--- config.mk ---
export PLATFORM = sky130hd
export DESIGN_NAME = z_result_stage
export DESIGN_NICKNAME = d
export VERILOG_FILES = /design/src/rtl/datapath_pkg.sv /design/src/rtl/reg_en.sv /design/src/rtl/z_result_stage.sv
export SDC_FILE = /design/constraint.sdc
export NUM_CORES = 1
export LEC_CHECK = 0
export ABC_AREA = 1
export ABC_CLOCK_PERIOD_IN_PS = 3000
export CORE_MARGIN = 5
export CORE_UTILIZATION = 45
export DETAILED_ROUTE_END_ITERATION = 6
export GPL_TIMING_DRIVEN = 0
export PLACE_DENSITY = 0.77
export SLEW_MARGIN = 20
export SYNTH_ARGS = -nofsm -noshare
export SYNTH_HDL_FRONTEND = slang
export SYNTH_SLANG_ARGS = --single-unit
--- constraint.sdc ---
create_clock -name clock -period 3 [get_ports clock]
set_clock_uncertainty 0.1 [all_clocks]
set_input_delay 0.75 -clock clock [delete_from_list [all_inputs] [get_ports clock]]
set_output_delay 0.75 -clock clock [all_outputs]
set_load 0.01 [all_outputs]
--- src/rtl/datapath_pkg.sv ---
// Shared datapath types: result-stage FSM states and bus destination selects.
// Latency: n/a (types and constants only).
// Backpressure: n/a.
package datapath_pkg;

  typedef enum logic [1:0] {
    IDLE    = 2'b00,
    EMIT_LO = 2'b01,
    EMIT_HI = 2'b10
  } zstage_state_t;

  localparam logic [1:0] SEL_GPR = 2'b00;
  localparam logic [1:0] SEL_LO  = 2'b01;
  localparam logic [1:0] SEL_HI  = 2'b10;

endpackage

--- src/rtl/reg_en.sv ---
// Parameterised WIDTH-bit register with load enable and async active-low clear.
// Latency: q follows d one cycle after en is sampled high.
// Backpressure: none; holds its value whenever en is low.
module reg_en #(
  parameter int WIDTH = 32
) (
  input  logic             clock,
  input  logic             clear,
  input  logic             en,
  input  logic [WIDTH-1:0] d,
  output logic [WIDTH-1:0] q
);

  // Load on enable; clear forces zero asynchronously.
  always_ff @(posedge clock or negedge clear) begin
    if (!clear) begin
      q <= '0;
    end else if (en) begin
      q <= d;
    end
  end

endmodule

--- src/rtl/z_result_stage.sv ---
// Captures the ALU result into Z and emits it to the bus: one GPR beat, or LO then HI beats for MUL/DIV.
// Latency: first beat valid the cycle after acceptance; one extra cycle for the HI beat.
// Backpressure: out_ready low holds the current beat stable; in_ready is high only in IDLE (no skid).
module z_result_stage
  import datapath_pkg::*;
#(
  parameter int WIDTH = 32
) (
  input  logic             clock,
  input  logic             clear,
  input  logic             in_valid,
  output logic             in_ready,
  input  logic [WIDTH-1:0] c_high,
  input  logic [WIDTH-1:0] c_low,
  input  logic             is_hilo,
  input  logic             flush,
  output logic             out_valid,
  input  logic             out_ready,
  output logic [WIDTH-1:0] out_data,
  output logic [1:0]       out_sel,
  output logic [WIDTH-1:0] hi_q,
  output logic [WIDTH-1:0] lo_q,
  output logic             busy
);

  zstage_state_t    state;
  zstage_state_t    state_nxt;
  logic             hilo_flag;
  logic [WIDTH-1:0] z_high;
  logic [WIDTH-1:0] z_low;
  logic             z_en;
  logic             lo_en;
  logic             hi_en;

  // Flush suppresses every write in the cycle it is asserted, including the
  // architectural LO/HI updates that would otherwise complete a beat.
  assign z_en  = (state == IDLE) && in_valid && !flush;
  assign lo_en = (state == EMIT_LO) && out_ready && hilo_flag && !flush;
  assign hi_en = (state == EMIT_HI) && out_ready && !flush;

  reg_en #(.WIDTH(WIDTH)) u_z_high (
    .clock (clock),
    .clear (clear),
    .en    (z_en),
    .d     (c_high),
    .q     (z_high)
  );

  reg_en #(.WIDTH(WIDTH)) u_z_low (
    .clock (clock),
    .clear (clear),
    .en    (z_en),
    .d     (c_low),
    .q     (z_low)
  );

  reg_en #(.WIDTH(WIDTH)) u_lo (
    .clock (clock),
    .clear (clear),
    .en    (lo_en),
    .d     (z_low),
    .q     (lo_q)
  );

  reg_en #(.WIDTH(WIDTH)) u_hi (
    .clock (clock),
    .clear (clear),
    .en    (hi_en),
    .d     (z_high),
    .q     (hi_q)
  );

  // State register and the MUL/DIV flag captured alongside Z.
  always_ff @(posedge clock or negedge clear) begin
    if (!clear) begin
      state     <= IDLE;
      hilo_flag <= 1'b0;
    end else begin
      state <= state_nxt;
      if (z_en) begin
        hilo_flag <= is_hilo;
      end
    end
  end

  // Next-state: advance on handshakes; flush overrides everything back to IDLE.
  always_comb begin
    state_nxt = state;
    case (state)
      IDLE:    if (in_valid)  state_nxt = EMIT_LO;
      EMIT_LO: if (out_ready) state_nxt = hilo_flag ? EMIT_HI : IDLE;
      EMIT_HI: if (out_ready) state_nxt = IDLE;
      default:                state_nxt = IDLE;
    endcase
    if (flush) begin
      state_nxt = IDLE;
    end
  end

  // Outputs decode registered state only; IDLE drives zeros so stale Z never leaks.
  always_comb begin
    in_ready  = 1'b0;
    out_valid = 1'b0;
    busy      = 1'b1;
    out_data  = '0;
    out_sel   = SEL_GPR;
    case (state)
      IDLE: begin
        in_ready = 1'b1;
        busy     = 1'b0;
      end
      EMIT_LO: begin
        out_valid = 1'b1;
        out_data  = z_low;
        out_sel   = hilo_flag ? SEL_LO : SEL_GPR;
      end
      EMIT_HI: begin
        out_valid = 1'b1;
        out_data  = z_high;
        out_sel   = SEL_HI;
      end
      default: begin
        in_ready = 1'b0;
      end
    endcase
  end

endmodule

==> results.txt <==
----------------------------------------------------
[Run status]
  Run status ... completed

[Route]
  Final Routed Wirelength ... around 17,000 µm
  Final ANT Viol Nets ... 0
  Number of DRC violations after detailed-routing iteration 0 ... between 400 and 500
  Post-detailed-route via-to-cell ratio ... 5.06
  Drt pass-1 iters ... 5
  Number of DRC violations after detailed routing ... 0
  Detail-routed net length per standard cell ... 16.9 µm
  Vias post-DR ... 5,230

[Setup path]
  End of the worst register-to-register path ... u_lo.q[21]
  Required time of the critical path ... between 2000 and 2500 ps
  Element type at the critical path start ... flop
  Depth of the most critical reg-to-reg path ... 9
  Critical path fanouts, max ... 10
  Critical Path Sink Type ... primary output
  Origin of the worst setup path ... state[0]
  Launch point of the worst reg-to-reg path ... state[1]
  Crit path DAT ... around 2000 ps
  FF-to-FF setup slack ... 1140 ps
  Kind of critical path ... reg -> out

[Clocking]
  Number of post-CTS setup repair buffers ... 0
  Num CTS Buffers ... 17
  Max clock buf depth ... 2
  Clock latency of the later-clocked register in the worst-skew pair ... 410 ps
  CTS tree ... yes
  Sink count of the clock tree ... approximately 130
  Clock transition time at the flip-flop clock pins of the worst setup and hold paths ... 60 ps
  CTS H-tree lvls ... 4
  Library cell used as clock root buffer ... sky130_fd_sc_hd__clkbuf_16

[Global routing]
  Number of global-route vias before repair ... roughly 5.6k
  Largest net degree at the start of global routing ... 69
  Global route hottest layer ... met2
  First-pass GRT wire length ... 27,400 µm
  Met3 usage in global routing ... between 6 and 7%
  Met1 global-route usage ... 29.7%
  Overall overflow remaining after global route ... 0
  Met2 layer usage reported by global route ... between 30 and 40%
  Number of antenna violations at the first check in global routing ... 0
  Overall routing resource usage ... 23.5%

[Flow run]
  Number of max-cap violations ... 0

[Placement]
  Estimated wirelength of the detail-placed design ... around 13,000 µm
  Final weighted congestion in routability-driven placement ... 0.913
  Placed cell area ... 0.00772 mm²
  Count of buffers inserted at the top-level ports ... 170

[Synth]
  Synthesized flop and latch total ... 131
  Mean post-synth cell area ... approximately 8.8 µm²
  Number of unique standard cell types used by synthesis ... 20
  Fraction of the yosys area taken by sequential cells ... 56.8%
  Synth area leaders ... sky130_fd_sc_hd__dfrtp_1, sky130_fd_sc_hd__nand2_1, sky130_fd_sc_hd__inv_1, sky130_fd_sc_hd__a21oi_2, sky130_fd_sc_hd__o21ai_1
  Total number of yosys warnings ... 0
  Xor/xnor share of the synthesized area ... 0%
  Top cell type by total area after synthesis ... sky130_fd_sc_hd__dfrtp_1
  Post-Synthesis Cell Area ... a little under 0.006 mm²
  Post-synthesis cell count ... 658
  Fraction of synthesized cell area taken by the top area cell type ... 56.8%
  Multiplexer share of the synthesized area ... 0%
  Synthesized netlist net count ... 733
  Post-synthesis share of cell area spent on and, or, nand and nor gates ... 19.7%
  Largest family of logic cells by synthesized area ... simple AND/OR/NAND/NOR gates
  Synth Area in Adders ... 1.08%
  Synthesized-area fraction occupied by ao, oa, aoi and oai cells ... 13.0%

[Die]
  Floorplan die width ... 123 µm
  Total I/O pin count ... 171
  Initial standard-cell utilization of the core ... 45.9%
  Cell row count ... 41
  Area inside the core boundary ... 0.0126 mm²
  Die height ... 123 µm
  Die outline area ... 0.0152 mm²

[STA]
  Aggregate negative setup slack ... 0 ps
  Slew Viols, Final ... 0
  Unrepaired setup endpoints after global routing ... false
  Fmax ... 344 MHz
  Setup violation total in the final timing report ... 0
  Headroom to the max-slew limit ... 60.6%
  Number of hold violations in the final report ... 0
  Share of the cycle needed by the critical path after routing ... between 90% and 100%
  Min cycle time layout ... 2910 ps
  Post-route worst hold slack ... 166 ps
  Transition time at the pin with the least slew margin ... about 590 ps

[Power and ir drop]
  P_leak ... slightly above 4 nW
  Cell area power density ... 974 mW/mm²
  Maximum resistive drop on vdd ... roughly 0.00047 V

[Cells and area]
  Area delta synth->final ... 43.6%
  Most frequent standard cell in the layout excluding fill and tap cells ... sky130_fd_sc_hd__nand2_1
  Design Area, Final ... 0.00828 mm²
  Share of layout cells above drive strength 1 ... roughly an eighth
  Final core utilization ... 65.9%
  Nets ... 923
  Most frequent cells in the layout ... sky130_fd_sc_hd__nand2_1, sky130_fd_sc_hd__clkdlybuf4s50_1, sky130_fd_sc_hd__dfrtp_1, sky130_fd_sc_hd__inv_1, sky130_fd_sc_hd__o21ai_1
  Number of antenna diodes ... 0

[Worst hold path]
  Min-delay worst type ... in -> async

----------------------------------------------------
==> flip-flops by register name, summed over array words and instances, names as in the netlist <==
signal / flops
hilo_flag: 1
state: 2
u_hi.q: 32
u_lo.q: 32
u_z_high.q: 32
u_z_low.q: 32
==> critical path, cell delays in order, from the launching register on <==
cell                            delay (ps)
sky130_fd_sc_hd__dfrtp_1               410
sky130_fd_sc_hd__inv_2                 100
sky130_fd_sc_hd__ha_1                  190
sky130_fd_sc_hd__buf_6                 160
sky130_fd_sc_hd__buf_4                 190
sky130_fd_sc_hd__nand2_1               110
sky130_fd_sc_hd__a21oi_1               180
sky130_fd_sc_hd__dlygate4sd2_1         300
==> worst max path at each step <==
stage | to | depth (start not counted)
floorplan | out_data[6] | 6
global placement | u_lo.q[19] | 1
detailed placement | out_data[7] | 7
CTS | out_data[3] | 7
global route | out_data[19] | 6
finish | out_data[3] | 7
==> synth_stat cells (all sizes together) <==
cell type / n
nand2: 208
dfrtp: 131
inv: 75
o21ai: 65
a21oi: 62
nand3: 37
nor2: 35
buf: 29
clkbuf: 11
ha: 5
==> repair_timing <==
action	in CTS	in global routing
resized for setup	56	4
hold endpoints to repair	0	0
setup endpoints to repair	32	5
hold buffers	0	0
==> cell type report <==
| cell class | instances | area [µm²] |
|---|---|---|
| clock buffer | 19 | 453 |
| fill | 1030 | 4290 |
| sequential | 131 | 3280 |
| buffer | 40 | 317 |
| inverter | 75 | 282 |
| timing repair buffer | 171 | 1700 |
| clock inverter | 13 | 87.6 |
| multi-input combinational | 412 | 1950 |
| tap | 172 | 215 |
==> metal layers <==
layer	share of wire (%)	up-vias
li1	-	2435
met1	41	2515
met2	48	248
met3	9.1	32
met4	1.9	0
met5	0	-
==> power by group <==
group | total, W | internal [W] | switching (W) | leakage (nW)
clock network | 0.00186 | 0.00109 | 0.000774 | 0.253
logic | 0.00313 | 0.00148 | 0.00165 | 2.24
registers | 0.00307 | 0.00254 | 0.000534 | 1.62
total | 0.00807 | 0.00511 | 0.00296 | 4.11
==> kinds of logic after synthesis <==
kind of cell,Yosys count
adder cells (fa/ha/maj),5
AO/OA/AOI/OAI,127
AND/OR/NAND/NOR,280
flip-flops,131
buffers and inverters,115
==> through the flow <==
| stage | setup slack [ps] | cells | total power, W |
|---|---|---|---|
| 2_1_floorplan | 771 | 658 | 0.00453 |
| 3_3_place_gp | -3880 | 1000 | 0.00612 |
| 3_5_place_dp | -248 | 1001 | 0.00622 |
| 4_1_cts | 72.7 | 1033 | 0.00809 |
| 5_1_grt | 4.21 | 1033 | 0.00855 |
| 6_report | 91.0 | 1033 | 0.00807 |
Note: power is estimated with default switching activity, not from simulation.
